**src/rtl/alu_issue_unit_if.sv**
```systemverilog
// Request/response handshake bundle between the core control FSM and the ALU issue unit.
// master = requester side (control FSM), slave = issue unit side.
// Both channels are valid/ready; the data fields are qualified by their valid.
interface alu_issue_unit_if #(
    parameter int WIDTH = 32
);
    logic             req_valid;
    logic             req_ready;
    logic [1:0]       req_alu_op;
    logic [2:0]       req_funct3;
    logic             req_funct7_5;
    logic [WIDTH-1:0] req_a;
    logic [WIDTH-1:0] req_b;

    logic             rsp_valid;
    logic             rsp_ready;
    logic [WIDTH-1:0] rsp_result;
    logic             rsp_zero;
    logic             rsp_illegal;

    modport master (
        output req_valid, req_alu_op, req_funct3, req_funct7_5, req_a, req_b, rsp_ready,
        input  req_ready, rsp_valid, rsp_result, rsp_zero, rsp_illegal
    );

    modport slave (
        input  req_valid, req_alu_op, req_funct3, req_funct7_5, req_a, req_b, rsp_ready,
        output req_ready, rsp_valid, rsp_result, rsp_zero, rsp_illegal
    );
endinterface

```
**src/rtl/alu_issue_unit.sv**
```systemverilog
// Decodes an ALU request, drives the combinational ALU, captures out/zero and returns them.
// Latency: SETTLE_CYCLES edges from accept to rsp_valid (legal), rsp_valid at the accept edge (illegal).
// Backpressure: one op in flight; req_ready only in IDLE, response held until rsp_ready.
module alu_issue_unit #(
    parameter int WIDTH         = 32,
    parameter int SETTLE_CYCLES = 1,
    parameter int CNT_WIDTH     = 16
) (
    input  logic                 clk,
    input  logic                 rst_n,
    alu_issue_unit_if.slave      bus,
    output logic [3:0]           alu_ctrl,
    output logic [WIDTH-1:0]     alu_ina,
    output logic [WIDTH-1:0]     alu_inb,
    input  logic [WIDTH-1:0]     alu_out,
    input  logic                 alu_zero,
    output logic [CNT_WIDTH-1:0] op_count
);
    // Settle counter only ever holds SETTLE_CYCLES-1 down to 0.
    localparam int SW = (SETTLE_CYCLES > 1) ? $clog2(SETTLE_CYCLES) : 1;
    localparam logic [SW-1:0] SETTLE_LOAD = SW'(SETTLE_CYCLES - 1);

    localparam logic [3:0] CTRL_AND = 4'b0000;
    localparam logic [3:0] CTRL_OR  = 4'b0001;
    localparam logic [3:0] CTRL_ADD = 4'b0010;
    localparam logic [3:0] CTRL_SUB = 4'b0110;

    typedef enum logic [1:0] {
        IDLE = 2'd0,
        EXEC = 2'd1,
        RESP = 2'd2
    } state_t;

    state_t           state;
    state_t           state_nxt;
    logic [SW-1:0]    settle;
    logic [3:0]       dec_ctrl;
    logic             dec_legal;
    logic [WIDTH-1:0] res_hold;
    logic             zero_hold;
    logic             illegal_hold;
    logic             accept;
    logic             rsp_done;

    assign accept   = (state == IDLE) && bus.req_valid;
    assign rsp_done = (state == RESP) && bus.rsp_ready;

    assign bus.req_ready   = (state == IDLE);
    assign bus.rsp_valid   = (state == RESP);
    assign bus.rsp_result  = res_hold;
    assign bus.rsp_zero    = zero_hold;
    assign bus.rsp_illegal = illegal_hold;

    // Map ALUOp class plus funct fields onto the ALU control code; anything unlisted is illegal.
    always_comb begin
        dec_ctrl  = CTRL_ADD;
        dec_legal = 1'b0;
        unique case (bus.req_alu_op)
            2'b00: begin
                dec_ctrl  = CTRL_ADD;
                dec_legal = 1'b1;
            end
            2'b01: begin
                dec_ctrl  = CTRL_SUB;
                dec_legal = 1'b1;
            end
            2'b10: begin
                unique case (bus.req_funct3)
                    3'b000: begin
                        dec_ctrl  = bus.req_funct7_5 ? CTRL_SUB : CTRL_ADD;
                        dec_legal = 1'b1;
                    end
                    3'b111: begin
                        dec_ctrl  = CTRL_AND;
                        dec_legal = 1'b1;
                    end
                    3'b110: begin
                        dec_ctrl  = CTRL_OR;
                        dec_legal = 1'b1;
                    end
                    default: dec_legal = 1'b0;
                endcase
            end
            2'b11: begin
                // Immediates have no subtract form, so bit 30 is part of the immediate here.
                unique case (bus.req_funct3)
                    3'b000: begin
                        dec_ctrl  = CTRL_ADD;
                        dec_legal = 1'b1;
                    end
                    3'b111: begin
                        dec_ctrl  = CTRL_AND;
                        dec_legal = 1'b1;
                    end
                    3'b110: begin
                        dec_ctrl  = CTRL_OR;
                        dec_legal = 1'b1;
                    end
                    default: dec_legal = 1'b0;
                endcase
            end
            default: dec_legal = 1'b0;
        endcase
    end

    // State register.
    always_ff @(posedge clk or negedge rst_n) begin
        if (!rst_n) begin
            state <= IDLE;
        end else begin
            state <= state_nxt;
        end
    end

    // Next-state: illegal requests skip the ALU entirely and answer straight away.
    always_comb begin
        state_nxt = state;
        unique case (state)
            IDLE: begin
                if (accept) begin
                    state_nxt = dec_legal ? EXEC : RESP;
                end
            end
            EXEC: begin
                if (settle == '0) begin
                    state_nxt = RESP;
                end
            end
            RESP: begin
                if (rsp_done) begin
                    state_nxt = IDLE;
                end
            end
            default: state_nxt = IDLE;
        endcase
    end

    // ALU drive lines: loaded only on a legal accept, otherwise held so the ALU sees no glitches.
    always_ff @(posedge clk or negedge rst_n) begin
        if (!rst_n) begin
            alu_ctrl <= '0;
            alu_ina  <= '0;
            alu_inb  <= '0;
        end else if (accept && dec_legal) begin
            alu_ctrl <= dec_ctrl;
            alu_ina  <= bus.req_a;
            alu_inb  <= bus.req_b;
        end
    end

    // Settle countdown: loaded on accept, counts down while the ALU output propagates.
    always_ff @(posedge clk or negedge rst_n) begin
        if (!rst_n) begin
            settle <= '0;
        end else if (accept && dec_legal) begin
            settle <= SETTLE_LOAD;
        end else if ((state == EXEC) && (settle != '0)) begin
            settle <= settle - 1'b1;
        end
    end

    // Response payload: ALU sample at end of settle, or the fixed illegal pattern.
    always_ff @(posedge clk or negedge rst_n) begin
        if (!rst_n) begin
            res_hold     <= '0;
            zero_hold    <= 1'b0;
            illegal_hold <= 1'b0;
        end else if (accept && !dec_legal) begin
            res_hold     <= '1;
            zero_hold    <= 1'b0;
            illegal_hold <= 1'b1;
        end else if ((state == EXEC) && (settle == '0)) begin
            res_hold     <= alu_out;
            zero_hold    <= alu_zero;
            illegal_hold <= 1'b0;
        end
    end

    // Completed-operation counter, bumped on each response handshake; wraps naturally.
    always_ff @(posedge clk or negedge rst_n) begin
        if (!rst_n) begin
            op_count <= '0;
        end else if (rsp_done) begin
            op_count <= op_count + 1'b1;
        end
    end
endmodule
```
**src/flat_wrapper.sv**
```systemverilog
// flat-port wrapper written by rule: the top's interface ports become plain ports
module alu_issue_unit_flat 
#(
    parameter int WIDTH         = 32,
    parameter int SETTLE_CYCLES = 1,
    parameter int CNT_WIDTH     = 16
)
  (clk, rst_n, alu_ctrl, alu_ina, alu_inb, alu_out, alu_zero, op_count, bus_req_valid, bus_req_alu_op, bus_req_funct3, bus_req_funct7_5, bus_req_a, bus_req_b, bus_rsp_ready, bus_req_ready, bus_rsp_valid, bus_rsp_result, bus_rsp_zero, bus_rsp_illegal);
  alu_issue_unit_if #(.WIDTH(WIDTH)) bus_i ();
  input  logic clk;
  input  logic rst_n;
  output logic [3:0] alu_ctrl;
  output logic [WIDTH-1:0] alu_ina;
  output logic [WIDTH-1:0] alu_inb;
  input  logic [WIDTH-1:0] alu_out;
  input  logic alu_zero;
  output logic [CNT_WIDTH-1:0] op_count;
  input wire logic [$bits(bus_i.req_valid)-1:0] bus_req_valid;
  input wire logic [$bits(bus_i.req_alu_op)-1:0] bus_req_alu_op;
  input wire logic [$bits(bus_i.req_funct3)-1:0] bus_req_funct3;
  input wire logic [$bits(bus_i.req_funct7_5)-1:0] bus_req_funct7_5;
  input wire logic [$bits(bus_i.req_a)-1:0] bus_req_a;
  input wire logic [$bits(bus_i.req_b)-1:0] bus_req_b;
  input wire logic [$bits(bus_i.rsp_ready)-1:0] bus_rsp_ready;
  output wire logic [$bits(bus_i.req_ready)-1:0] bus_req_ready;
  output wire logic [$bits(bus_i.rsp_valid)-1:0] bus_rsp_valid;
  output wire logic [$bits(bus_i.rsp_result)-1:0] bus_rsp_result;
  output wire logic [$bits(bus_i.rsp_zero)-1:0] bus_rsp_zero;
  output wire logic [$bits(bus_i.rsp_illegal)-1:0] bus_rsp_illegal;
  assign bus_i.req_valid = bus_req_valid;
  assign bus_i.req_alu_op = bus_req_alu_op;
  assign bus_i.req_funct3 = bus_req_funct3;
  assign bus_i.req_funct7_5 = bus_req_funct7_5;
  assign bus_i.req_a = bus_req_a;
  assign bus_i.req_b = bus_req_b;
  assign bus_i.rsp_ready = bus_rsp_ready;
  assign bus_req_ready = bus_i.req_ready;
  assign bus_rsp_valid = bus_i.rsp_valid;
  assign bus_rsp_result = bus_i.rsp_result;
  assign bus_rsp_zero = bus_i.rsp_zero;
  assign bus_rsp_illegal = bus_i.rsp_illegal;
  alu_issue_unit #(.WIDTH(WIDTH), .SETTLE_CYCLES(SETTLE_CYCLES), .CNT_WIDTH(CNT_WIDTH)) u_core (.clk(clk), .rst_n(rst_n), .bus(bus_i), .alu_ctrl(alu_ctrl), .alu_ina(alu_ina), .alu_inb(alu_inb), .alu_out(alu_out), .alu_zero(alu_zero), .op_count(op_count));
endmodule
```
**config.mk**
```make
export PLATFORM = sky130hd
export DESIGN_NAME = alu_issue_unit_flat
export DESIGN_NICKNAME = d
export VERILOG_FILES = /design/src/rtl/alu_issue_unit_if.sv /design/src/rtl/alu_issue_unit.sv /design/src/flat_wrapper.sv
export SDC_FILE = /design/constraint.sdc
export NUM_CORES = 1
export LEC_CHECK = 0
export CAP_MARGIN = 20
export CORE_ASPECT_RATIO = 0.7
export CORE_MARGIN = 3
export CORE_UTILIZATION = 41
export CTS_CLUSTER_DIAMETER = 100
export DETAILED_ROUTE_END_ITERATION = 6
export GPL_TIMING_DRIVEN = 0
export PLACE_DENSITY = 0.92
export SLEW_MARGIN = 20
export SYNTH_ARGS = -nofsm -noshare
export SYNTH_HDL_FRONTEND = slang
export SYNTH_SLANG_ARGS = --single-unit
```
**constraint.sdc**
```tcl
create_clock -name clk -period 2.45 [get_ports clk]
set_clock_uncertainty 0.15 [all_clocks]
set_input_delay 0.735 -clock clk [delete_from_list [all_inputs] [get_ports clk]]
set_output_delay 0.735 -clock clk [all_outputs]
set_load 0.02 [all_outputs]
```
# Word level (Yosys, flattened, before mapping)
# Index checks and enable logic that the tools add are counted.
# totals
out_inout_bits,120
inputBits,107
ff_bits,121
# op_classes
mux,19
add_sub_neg,2
n_bitwise,1
eq_ne,10
reduce_logical,16
# ops
op,n
$mux 32,2
$add 16x1->16 const B,1
$pmux 4 s4,1
$pmux 4 s3,1
$mux 2,4
$mux 1,7
$eq 2x2->1 const B,3
$eq 3x3->1 const B,2
$logic_and 1x1->1,6
$pmux 2 s3,1
$eq 2x1->1 const B,2
$logic_not 2->1,2
$ne 2x1->1 const B,2
$pmux 2 s2,1
$reduce_bool 2->1,2
$reduce_or 2->1,2
$logic_not 3->1,1
$mux 3,1
$reduce_and 3->1,1
$reduce_or 3->1,1
$ne 2x2->1 const B,1
$pmux 1 s2,1
$logic_not 1->1,1
$not 1->1,1
$sub 1x1->1 const B,1

# Logic depth before layout (Yosys ltp)
# Gate-level depths: netlist of the first run.
# depth
word_depth,7
mapped_depth,6
ltp_nobuf,5

# Worst setup path before layout of the first run
# OpenSTA, ideal clock, no wires.
# synth_path
kind,input port to flip-flop
from,in bus_req_funct3[0]
to,reg u_core.alu_inb[11]
t_arrival_ns,2.004
t_required_ns,2.173
cell_stages,5
path_slack_ns,0.169
path_buffers,2
cell_sequence,or3_1 -> a31oi_4 -> buf_6 -> buf_6 -> mux2_1
# synth_between
elab_chain_cells,5
word_cells_on_any_way,7
cone_classes,eq/ne (2); mux (2); reduce/logical (3)
# synth_lines
element,line,rtl
"start, declared",flat_wrapper.sv:20,input wire logic [$bits(bus_i.req_funct3)-1:0] bus_req_funct3;
$eq 3x3->1 or $logic_not 3->1 (tied branches),"alu_issue_unit.sv:68, alu_issue_unit.sv:86",
$reduce_or 3->1 (no source line) (*),--,
$mux 1 (*),"alu_issue_unit.sv:68, alu_issue_unit.sv:86",
$pmux 1 s2 (*),alu_issue_unit.sv:58,unique case (bus.req_alu_op)
$logic_and 1x1->1 (*),alu_issue_unit.sv:144,end else if (accept && dec_legal) begin
"end signal, assigned",alu_issue_unit.sv:147,alu_inb <= bus.req_b;
"end, declared",alu_issue_unit.sv:14,"output logic [WIDTH-1:0] alu_inb,"
# Every way passes the cells marked *; elsewhere a longest branch is shown, timed or not.
# A chain may end at the register's enable or synchronous reset.

# Worst setup path in the final report of the first run
# layout_path
from,in bus_req_funct3[2]
to,reg u_core.alu_ina[20]
# layout_between
elab_chain_cells,5
word_cells_on_any_way,7
cone_classes,eq/ne (2); mux (2); reduce/logical (3)
# layout_lines
element,line,rtl
$eq 3x3->1 or $logic_not 3->1 (tied branches),"alu_issue_unit.sv:68, alu_issue_unit.sv:86",
$reduce_or 3->1 (no source line) (*),--,
$mux 1 (*),"alu_issue_unit.sv:68, alu_issue_unit.sv:86",
$pmux 1 s2 (*),alu_issue_unit.sv:58,
$logic_and 1x1->1 (*),alu_issue_unit.sv:144,
"end signal, assigned",alu_issue_unit.sv:146,alu_ina <= bus.req_a;
"end, declared",alu_issue_unit.sv:13,"output logic [WIDTH-1:0] alu_ina,"
# Marks and branches as above.

==> metrics.txt, run 1 <==
critical path arrival about 2.6 ns; clk root buf clkbuf_16; Critical Path Start Type input pin; Largest stage delay, worst path 0.51 ns; PwrDens ~1300 nW/um^2; Placed Area between 7000 and 8000 um^2; die area around 13,000 um^2; RSZ-0062 raised after global routing false; Routed WL between 10,000 and 15,000 um; hold bufs inserted after CTS 0; Die Span X approximately 130 um; Reg clk slew, reported paths around 0.06 ns; Synth Flop Type dfrtp_1; Ys Warns 0; 1st-pass router iterations 5; core area between 10,000 and 15,000 um^2; synth unique cells 33; setup slack, reg-to-reg 0.39 ns; #FFs+latches synth 120; most common cell in the netlist dfrtp_1; Total Routing Usage GR 0.202; CTS max path bufs 2; Max Cap Viol 0; Post-Syn Nets between 400 and 500; layout cells sized above 1 0.142; vias in the first global route ~4.1k; routed len/inst 16.6 um; R2R depth 5; sequential area share after synthesis 0.632; later-pin clock latency in the skew report about 0.40 ns; CTS tree built; mean post-synth cell area around 13 um^2; largest net degree at the start of global routing 80; Max VDD drop ~0.00082 V; Adder-Cell Fraction of Synth Area 0.00263; Die Y between 90 and 100 um; Cell Rows 32; max-slew violation count 0; Setup crit end kind flop; crit path launch bus_req_funct3[2]; final hold vios 0; top-area cell type share of the netlist area 0.632; initial antenna violation count 0; Post-synth EDFFs 0; starting density of the core 0.426; fin crit period approximately 2.4 ns; FF-to-FF Start u_core.state[0]; Mapped Cells ~380; top cell type by total area after synthesis dfrtp_1; slew at the pin closest to its max-slew limit about 0.57 ns; Ports 227; P_leak ~0.0035 uW; # port buffers roughly 230; largest family of logic cells by synthesized area multiplexers; Tcrit/Tclk final 0.987; routability cong. between 0.7 and 0.8; Post-Synth Simple-Gate Area 0.133; grt ovf 0; slowest library cell on the worst path clkdlybuf4s50_1; Hold/Removal Path Class input pin to asynchronous set/reset pin; Residual DRC 0; post-synthesis cell area 4750 um^2; outcome complete, no violations; # H-tree levels 4; Area Growth Syn to Fin 66.6%; Via Count around 3.8k; WP data required roughly 2.6 ns; detailed-placement wirelength estimate a little under 10,000 um; most frequent cells after synthesis 120 x dfrtp_1, 75 x nand2_1, 39 x nand3_1; Pwr Total ~11,000 uW; slew margin rel. 0.616; mux contribution to synthesized area 0.156; CP max FO 10; post-synthesis xor/xnor area fraction 0.0276; DR iter-0 viols 97; Final setup viols 0; Synth Area in Compound Gates 0.0216; total CTS buffers 17; routed vias/inst between 4 and 5; clock sink total 120; Post-DRT Antenna Nets 0; r2r endpoint u_core.alu_ina[20]; Hold WS roughly 0.090 ns; async set-or-reset flop fraction in the synthesized netlist 1.00; fmax 414 MHz; global-route wire length before repair approximately 21,000 um; ant diodes 0; nets@finish approximately 730; Finished Cell Area ~7900 um^2; Worst Setup Path Type input pin to flop; dominant cells by area after synthesis dfrtp_1 63%, mux2_2 9.0%, mux2_1 6.4%; cell chain of the critical path clkdlybuf4s50_1 > or3_4 > a31oi_4 > buf_12 > buf_4 > mux2_2
stage by stage:
stage / setup slack, ns / TNS, ns / cells / utilization
finish: 0.0323 / 0 / 792 / 0.709
global route: 0.0109 / 0 / 792 / 0.709
CTS: 0.00521 / 0 / 792 / 0.708
detailed placement: -0.546 / -44.10 / 757 / 0.647
global placement: -3.87 / -501.71 / 756 / 0.644
floorplan: 0.169 / 0 / 378 / -
cells in the final DEF, fill, tap and decap left out, types with 3 or more instances in the layout:
master | Yosys | routed
nand2_1 | 75 | 75
a21oi_1 | 6 | 6
clkdlybuf4s50_1 | 0 | 219
nor2_1 | 4 | 4
nand4_1 | 4 | 4
nand3_1 | 39 | 39
clkinv_4 | 0 | 4
xor2_1 | 5 | 5
o21a_1 | 3 | 3
dlymetal6s2s_1 | 0 | 3
buf_4 | 4 | 6
buf_6 | 4 | 5
xnor2_1 | 10 | 10
mux2_2 | 38 | 38
clkbuf_1 | 9 | 7
and3_1 | 5 | 5
clkbuf_16 | 0 | 17
mux2_1 | 27 | 27
bufinv_16 | 0 | 4
nor3_1 | 4 | 3
dfrtp_1 | 120 | 120
cell families (layout without fill, tap and decap cells):
family / count (synthesis) / count (layout)
buffers and inverters: 21 / 282
adder cells (fa/ha/maj): 1 / 1
flip-flops: 120 / 120
multiplexers: 66 / 66
AND/OR/NAND/NOR: 140 / 140
other: 1 / 1
AO/OA/AOI/OAI: 14 / 14
XOR/XNOR: 15 / 15
final cells by class:
| cell class | instances | area (um^2) |
|---|---|---|
| Tap cell | 153 | 191 |
| Timing Repair Buffer | 229 | 2320 |
| Clock inverter | 14 | 198 |
| Buffer | 19 | 121 |
| Clock buffer | 18 | 439 |
| Inverter | 2 | 7.51 |
| Multi-Input combinational cell | 237 | 1640 |
| Fill cell | 742 | 3250 |
| Sequential cell | 120 | 3000 |
critical path: cells and delay by family:
family                 cells  cell delay, ns
buffers and inverters      3            0.82
muxes                      1            0.36
AOI/OAI and AO/OA          1            0.23
and+or+nand+nor            1            0.41
how the worst max path moves through the flow:
stage | slack (ns) | endpoint
3_3_place_gp | -3.87 | u_core.bus.rsp_result[23]
5_1_grt | 0.01 | op_count[6]
3_5_place_dp | -0.55 | u_core.alu_inb[29]
4_1_cts | 0.005 | u_core.alu_ina[20]
6_report | 0.03 | u_core.alu_ina[20]
2_1_floorplan | 0.17 | u_core.alu_inb[11]
routing by layer:
layer  routed length [um]  GRT usage
met1                 4980      0.225
met2                 6970      0.368
met3                 1080     0.0705
met4                  135     0.0627
met5                    0          0
power by group:
part	switching, uW	internal, uW
Clock	923	1740
Sequential	510	2870
Combinational	2240	2360
Total	3670	6980
repair_timing:
action	CTS	global route
setup buffers	3	0
hold endpoints to repair	0	0
setup endpoints to repair	50	60
resized for setup	6	4
registers in the layout, indices dropped and copies added, names as in the netlist:
register	flops
u_core.bus.rsp_zero	1
u_core.bus.rsp_result	32
u_core.op_count	16
u_core.state	2
u_core.settle	1
u_core.alu_ina	32
u_core.alu_inb	32
u_core.alu_ctrl	3
u_core.bus.rsp_illegal	1
(Power assumes the default switching activity.)
==> run 2: changes to the inputs <==
TNS_END_PERCENT = 30   (was not set)
==> results of run 2 <==
The final DEF is identical to that of run 1; final timing and power are the same.
